===== config.mk =====
export PLATFORM = sky130hd
export DESIGN_NAME = led_sequence_player
export DESIGN_NICKNAME = d
export VERILOG_FILES = /design/src/rtl/genius_pkg.sv /design/src/rtl/phase_timer.sv /design/src/rtl/led_sequence_player.sv
export SDC_FILE = /design/constraint.sdc
export NUM_CORES = 1
export LEC_CHECK = 0
export BUFFER_PORTS_ARGS = -buffer_cell sky130_fd_sc_hd__buf_2
export CORE_ASPECT_RATIO = 0.7
export CORE_UTILIZATION = 59
export DETAILED_ROUTE_END_ITERATION = 10
export PLACE_DENSITY = 0.81
export SYNTH_ARGS = -nofsm -noshare
export SYNTH_HDL_FRONTEND = slang
export SYNTH_SLANG_ARGS = --single-unit

===== constraint.sdc =====
create_clock -name clk -period 6.7 [get_ports clk]
set_input_delay 0 -clock clk [delete_from_list [all_inputs] [get_ports clk]]
set_output_delay 0 -clock clk [all_outputs]
set_load 0.02 [all_outputs]

===== src/rtl/genius_pkg.sv =====
// genius_pkg: shared color codes and player FSM states for the Genius game blocks
package genius_pkg;
  typedef enum logic [1:0] {GREEN = 2'b00, RED = 2'b01, BLUE = 2'b10, YELLOW = 2'b11} color_t;
  typedef enum logic [2:0] {IDLE, FETCH, WAIT_DATA, ON, OFF, DONE} player_state_t;
endpackage


===== src/rtl/phase_timer.sv =====
// phase_timer: loadable down-counter that saturates at zero and flags it
module phase_timer #(
  parameter int W = 16
) (
  input  logic         clk,
  input  logic         rst_n,
  input  logic         load,
  input  logic [W-1:0] value,
  input  logic         dec,
  output logic         zero
);
  logic [W-1:0] count;
  always_ff @(posedge clk or negedge rst_n)
    if (!rst_n) count <= '0;
    else if (load) count <= value;
    else if (dec && count != '0) count <= count - 1'b1;
  assign zero = count == '0;
endmodule


===== src/rtl/led_sequence_player.sv =====
// led_sequence_player: fetches each stored color, lights its LED for an on-time, blanks
// for an off-time, and pulses done once the whole sequence has been shown.
module led_sequence_player
  import genius_pkg::*;
#(
  parameter int COLOR_CODEFY_W = 2,
  parameter int ADDR_WIDTH     = 5,
  parameter int TIMER_W        = 16,
  parameter int ON_SLOW        = 50,
  parameter int OFF_SLOW       = 25,
  parameter int ON_FAST        = 20,
  parameter int OFF_FAST       = 10
) (
  input  logic                      clk,
  input  logic                      rst_n,
  input  logic                      play_start,
  input  logic [ADDR_WIDTH-1:0]     seq_len,
  input  logic                      speed,
  input  logic                      abort,
  output logic                      mem_rd_en,
  output logic [ADDR_WIDTH-1:0]     mem_rd_addr,
  input  logic [COLOR_CODEFY_W-1:0] mem_rd_data,
  output logic                      led_green,
  output logic                      led_red,
  output logic                      led_blue,
  output logic                      led_yellow,
  output logic                      busy,
  output logic                      done
);
  player_state_t state, state_nx;
  logic [ADDR_WIDTH-1:0] idx, len;
  logic spd, t_load, t_dec, t_zero, last;
  logic [TIMER_W-1:0] t_value, on_m1, off_m1;
  color_t color;
  // Phase lengths come from the speed latched at start, so mid-play changes are ignored
  assign on_m1  = spd ? TIMER_W'(ON_FAST - 1) : TIMER_W'(ON_SLOW - 1);
  assign off_m1 = spd ? TIMER_W'(OFF_FAST - 1) : TIMER_W'(OFF_SLOW - 1);
  assign last   = idx == len - ADDR_WIDTH'(1);
  phase_timer #(.W(TIMER_W)) u_timer (
    .clk(clk), .rst_n(rst_n), .load(t_load), .value(t_value), .dec(t_dec), .zero(t_zero)
  );
  always_ff @(posedge clk or negedge rst_n)
    if (!rst_n) begin
      state <= IDLE;
      idx   <= '0;
      len   <= '0;
      spd   <= 1'b0;
      color <= GREEN;
    end else begin
      state <= state_nx;
      if (state == IDLE && play_start && !abort) begin
        len <= seq_len;
        spd <= speed;
        idx <= '0;
      end
      if (state == WAIT_DATA) color <= color_t'(mem_rd_data);
      if (state == OFF && t_zero && !last) idx <= idx + 1'b1;
    end
  always_comb begin
    state_nx = state;
    t_load   = 1'b0;
    t_dec    = 1'b0;
    t_value  = on_m1;
    case (state)
      IDLE:      if (play_start) state_nx = seq_len == '0 ? DONE : FETCH;
      FETCH:     state_nx = WAIT_DATA;
      WAIT_DATA: begin
        t_load   = 1'b1;
        state_nx = ON;
      end
      ON: begin
        t_load   = t_zero;
        t_dec    = !t_zero;
        t_value  = off_m1;
        state_nx = t_zero ? OFF : ON;
      end
      OFF: begin
        t_dec    = !t_zero;
        state_nx = !t_zero ? OFF : last ? DONE : FETCH;
      end
      DONE:      state_nx = IDLE;
      default:   state_nx = IDLE;
    endcase
    if (abort) state_nx = IDLE;
  end
  assign mem_rd_en   = state == FETCH;
  assign mem_rd_addr = idx;
  assign led_green   = state == ON && color == GREEN;
  assign led_red     = state == ON && color == RED;
  assign led_blue    = state == ON && color == BLUE;
  assign led_yellow  = state == ON && color == YELLOW;
  assign busy        = state inside {FETCH, WAIT_DATA, ON, OFF};
  assign done        = state == DONE;
endmodule


* Word-level counts from Yosys, hierarchy flattened
Index checks and enable logic that the tools add are counted.
** Storage, ports and cells
- Bits in registers :: 32
- Output and inout bits :: 12
- Bits of input ports :: 12
- Word-level logic and storage cells :: 56
** Cells by class
- Equal/unequal tests :: 10
- Reduce and logical (&&, ||, !) cells :: 21
- Add/subtract/negate cells :: 3
- Muxes and demuxes :: 16
** Operators with widths (number)
- $mux 16 :: 2
- $mux 3 :: 6
- $logic_not 16->1 :: 1
- $reduce_bool 16->1 :: 1
- $sub 16x1->16 const B :: 1
- $mux 5 :: 3
- $pmux 3 s5 :: 1
- $mux 6 :: 2
- $logic_and 1x1->1 :: 9
- $eq 3x2->1 const B :: 2
- $eq 3x3->1 const B :: 2
- $add 5x1->5 const B :: 1
- $eq 5x5->1 :: 1
- $logic_not 5->1 :: 1
- $sub 5x1->5 const B :: 1
- $eq 2x2->1 const B :: 2
- $reduce_bool 2->1 :: 2
- $reduce_bool 4->1 :: 1
- $eq 3x1->1 const B :: 1
- $logic_not 1->1 :: 3
- $logic_not 3->1 :: 1
- $ne 3x3->1 const B :: 1
- $eq 2x1->1 const B :: 1
- $logic_not 2->1 :: 1
- 3 further kinds :: 3

* Logic depth before layout (Yosys ltp)
- Word-level depth :: 6
- Mapped depth :: 8
- Mapped depth without buffers :: 7

* Hierarchy
From an unflattened synthesis, not the netlist that was laid out.
** Unflattened totals
- Cell total of the unflattened synthesis :: 231
- Area, all modules :: 2088.3 µm²
** By module, submodules not included
- phase_timer :: area an instance 1063.5 µm², cells each 124, times used 1, seq. area each 400.4 µm²
- led_sequence_player :: area an instance 1024.7 µm², cells each 107, times used 1, seq. area each 400.4 µm²

* Worst setup path before layout
OpenSTA, ideal clock, no wires.
- Kind :: register -> register
- From :: register u_timer.count[8]
- To :: register idx[2] (netlist: mem_rd_addr[2])
- Period minus slack after synthesis :: 2.224 ns
- Stages on the path, launching flop included :: 7
- Path slack :: 4.476 ns
- Arrival :: 2.104 ns
- Required time :: 6.580 ns
- Buffers on the path :: 1
- Setup time :: 0.120 ns
- Path through :: dfrtp_1 or4_4 and4bb_4 nand2_4 or3_1 buf_6 a31o_1
** On the way
- Cells in the longest elaborated chain, start to end :: 4
- Elaborated cells on any way between the ends :: 5
- Those cells by class :: mux: 1; reduce/logical: 4
** Ends and longest elaborated chain
- from (decl) :: line phase_timer.sv:12 : logic [W-1:0] count;
- from (signal assigned) :: line phase_timer.sv:15 : else if (load) count <= value;
- from (signal assigned) :: line phase_timer.sv:16 : else if (dec && count != '0) count <= count - 1'b1;
- $logic_not 16->1 * :: line phase_timer.sv:17 : assign zero = count == '0;
- $logic_and 1x1->1 * (2 in a row) :: line led_sequence_player.sv:57 : if (state == OFF && t_zero && !last) idx <= idx + 1'b1;
- $mux 5 or $reduce_bool 2->1 (tied branches)
- to (signal assigned) :: line led_sequence_player.sv:57
- to (decl) :: line led_sequence_player.sv:31 : logic [ADDR_WIDTH-1:0] idx, len;
Mark *: on every way between the ends. The rest lies on a longest branch, timed or not.
A chain may end at the register's enable or synchronous reset.

* Worst setup path after layout
- From :: register u_timer.count[8]
- To :: register u_timer.count[1]
** On the way
- Cells in the longest elaborated chain, start to end :: 5
- Elaborated cells on any way between the ends :: 8
- Those cells by class :: mux: 3; reduce/logical: 5
** Ends and longest elaborated chain (line)
- $logic_not 16->1 :: phase_timer.sv:17
- $logic_not 1->1
- $mux 1
- $logic_and 1x1->1 :: phase_timer.sv:16
- $reduce_bool 2->1 (no line)
Several ways; a longest one is shown, not always the timed one.

==> run metrics <==
outcome=complete, no violations; H-Tree Level Count=2; Worst Skew=0.003670 ns; Setup-failing EPs final=0; FP Rows=17; all-layer global routing usage=0.2777; Horiz. Die Dim=72.14 um; wire length per cell=15.48 um; syn_nets=231; minimum clock period=2.589 ns; switch share=0.3206; mux cell area share after synthesis=0.06404; simple-gate portion of the synthesized area=0.2518; Overall Power=0.0005283 W; final hold violation count=0; Initial Utilization=0.6326; # DRC=0; IO buf count=23; CTS clk-pin slew, worst paths=0.06 ns; PwrDens=224.5 mW/mm^2; pin slew with the least headroom to its limit=0.9733 ns; XOR/XNOR Fraction of Synth Area=0.07328; Synth Register Bits=32; logic gate share of total power=0.235; fin util=0.7328; Synth warnings=0; Worst Setup End Kind=flop; total negative setup slack=0 ns; Ports=24; period utilisation layout=0.3864; mapped cell area=0.002032 mm^2; met1 Track Usage GR=0.4202; most frequent cells in the layout=dfrtp_1 (32), nor2_1 (24), buf_2 (23); TritonCTS Buffers=5; CP Max Fanout=13; max_slew headroom=0.3511; Worst Hold Class=primary input to flop; P_sw=0.0001694 W; via count=1727; post-detail-place hpwl=3.120 mm; CORE AREA=0.003212 mm^2; Async S/R FF share, synth=1.000; ys flop type=dfrtp_1; Resize count post-CTS=0; drt via density=5.894; pin count of the biggest net entering global routing=33; Synth-to-Final Area Change=15.83%; post-route ant nets=0; die extent in y=51.10 um; CP Class=flop to flop; Setup crit start kind=flop; post-synth top area share=0.3941; Power Internal=0.0003590 W; Synth Area in Compound Gates=0.1583; R2R cell count=5; global-route wire length before repair=7.665 mm; Post-synth EDFFs=0; RSZ-0062 raised after global routing=no; Synth Area in Adders=0.02463; total overflow reported by the global router=0; final wirelength=4.537 mm; VDD IR max=0.0001633 V; layout cells sized above 1=0.1829; register area share after synthesis=0.3941; initial antenna violation count=0; sequential share of power=0.479; vias in the first global route=1597; worst endpoint required time=6.81 ns; largest family of logic cells by synthesized area=simple AND/OR/NAND/NOR gates; max frequency=386.2 MHz; Avg Inst Size Synth=9.451 um^2; post-synth top area cell=dfrtp_1; Worst EP arrival=2.70 ns; Root Driver=clkbuf_8; P_leak=1.064 nW; gpl congestion=0.8428; Netlist cell types=50; ANT cells=0; Max-Cap Viols=0; most common cell after layout, fill and taps aside=dfrtp_1; Clk pwr share=0.286; hold depth=3; drt pass-1 iters=4; Synth Instances=215; area of the die=0.003686 mm^2; initial DRC count=182; Top Usage Layer GRT=met1; Final Max Tran Viols=0; clk sinks=32; CTS tree=done; largest cells by area after synthesis=dfrtp_1 (39%), mux2_2 (4.4%), nor2_1 (4.4%); met3 Use GR=0.05523; clk_lat worst skew=0.28 ns; met2 GRT Util=0.4019; nets=261; CTS max path bufs=2
## cell usage after synthesis (2+ instances only)
| cell | instances |
|---|---|
| dfrtp_1 | 32 |
| nor2_1 | 24 |
| a21oi_1 | 13 |
| nand2_1 | 12 |
| o21ai_0 | 10 |
| xor2_1 | 10 |
| clkbuf_1 | 9 |
| mux2_2 | 8 |
| nor3_1 | 7 |
| xnor2_1 | 7 |
| inv_1 | 5 |
| nand2b_1 | 5 |
| nand3_1 | 5 |
| nor2b_1 | 5 |
| ha_1 | 4 |
| mux2i_1 | 4 |
| o2111ai_1 | 4 |
| o211ai_1 | 4 |
| a211oi_1 | 3 |
| a31oi_1 | 3 |
| and3b_1 | 3 |
| nor3b_1 | 3 |
| nor4_1 | 3 |
| or3_1 | 3 |
| a21o_1 | 2 |
| nor4_4 | 2 |
| nor4b_1 | 2 |
## per-layer routing
layer  part of all wire  vias to the layer above  wire [um]
li1                   -                      848          -
met1               0.51                      811       2324
met2               0.41                       63       1857
met3              0.072                        5        327
met4             0.0064                        0         29
met5                  0                        -          0
## flip-flops by register name (all words and copies together) (netlist names)
name	cells
u_timer.count	16
color	2
mem_rd_addr	5
state	3
spd	1
len	5
## cell type report
type	instances	area, um^2
Timing Repair Buffer	34	222.7
Tap cell	47	58.81
Multi-Input combinational cell	167	1162
Sequential cell	32	800.8
Clock buffer	8	90.09
Inverter	5	18.77
Fill cell	238	858.3
## power by group through the flow
stage	Clock, W	Combinational (W)	Sequential, W
after floorplan	0	0.0000970	0.000241
after global placement	0	0.000115	0.000254
after detailed placement	0	0.000117	0.000255
after CTS	0.000153	0.000123	0.000252
after global routing	0.000161	0.000137	0.000258
final	0.000151	0.000124	0.000253
## cells by family (layout without fill, tap and decap cells)
group,Yosys count,count (layout)
AOI/OAI and AO/OA,49,49
and+or+nand+nor,85,85
buffers and inverters,16,47
muxes,12,12
adders and majority gates,4,4
xor gates and xnor gates,17,17
DFF,32,32
## stage by stage
stage | hold slack (ns) | setup slack (ns) | std cells | area (um^2)
floorplan | -0.2956 | 4.476 | 215 | 2032
global placement | 0.08911 | 4.127 | 275 | 2163
detailed placement | 0.08819 | 4.097 | 275 | 2163
CTS | 0.04782 | 4.043 | 293 | 2354
global route | 0.07914 | 3.921 | 293 | 2354
finish | 0.05995 | 4.111 | 293 | 2354
## final timing paths
kind	from	to	slack [ns]
worst min register to register	u_timer.count[15]$_DFFE_PN0P_	u_timer.count[15]$_DFFE_PN0P_	0.55
worst max-delay path	u_timer.count[8]$_DFFE_PN0P_	u_timer.count[1]$_DFFE_PN0P_	4.11
worst min-delay path	play_start	state[2]$_DFFE_PN0P_	0.06
min in group asynchronous	rst_n	len[1]$_DFFE_PN0P_	0.31
max in group asynchronous	rst_n	mem_rd_addr[1]$_DFFE_PN0P_	5.93
worst max register to register	u_timer.count[8]$_DFFE_PN0P_	u_timer.count[1]$_DFFE_PN0P_	4.11
## critical path, cell delays in order, from the launching register on
cell and delay [ns]:
dfrtp_1 0.40, or4_4 0.55, and4bb_4 0.41, nand2_4 0.09, a21oi_1 0.80, a221oi_1 0.17
## timing repair
item	in CTS	in global routing
hold endpoints to repair	42	0
hold buffers	10	0
setup buffers	0	0
No activity file was read; power rests on OpenSTA's default activity.
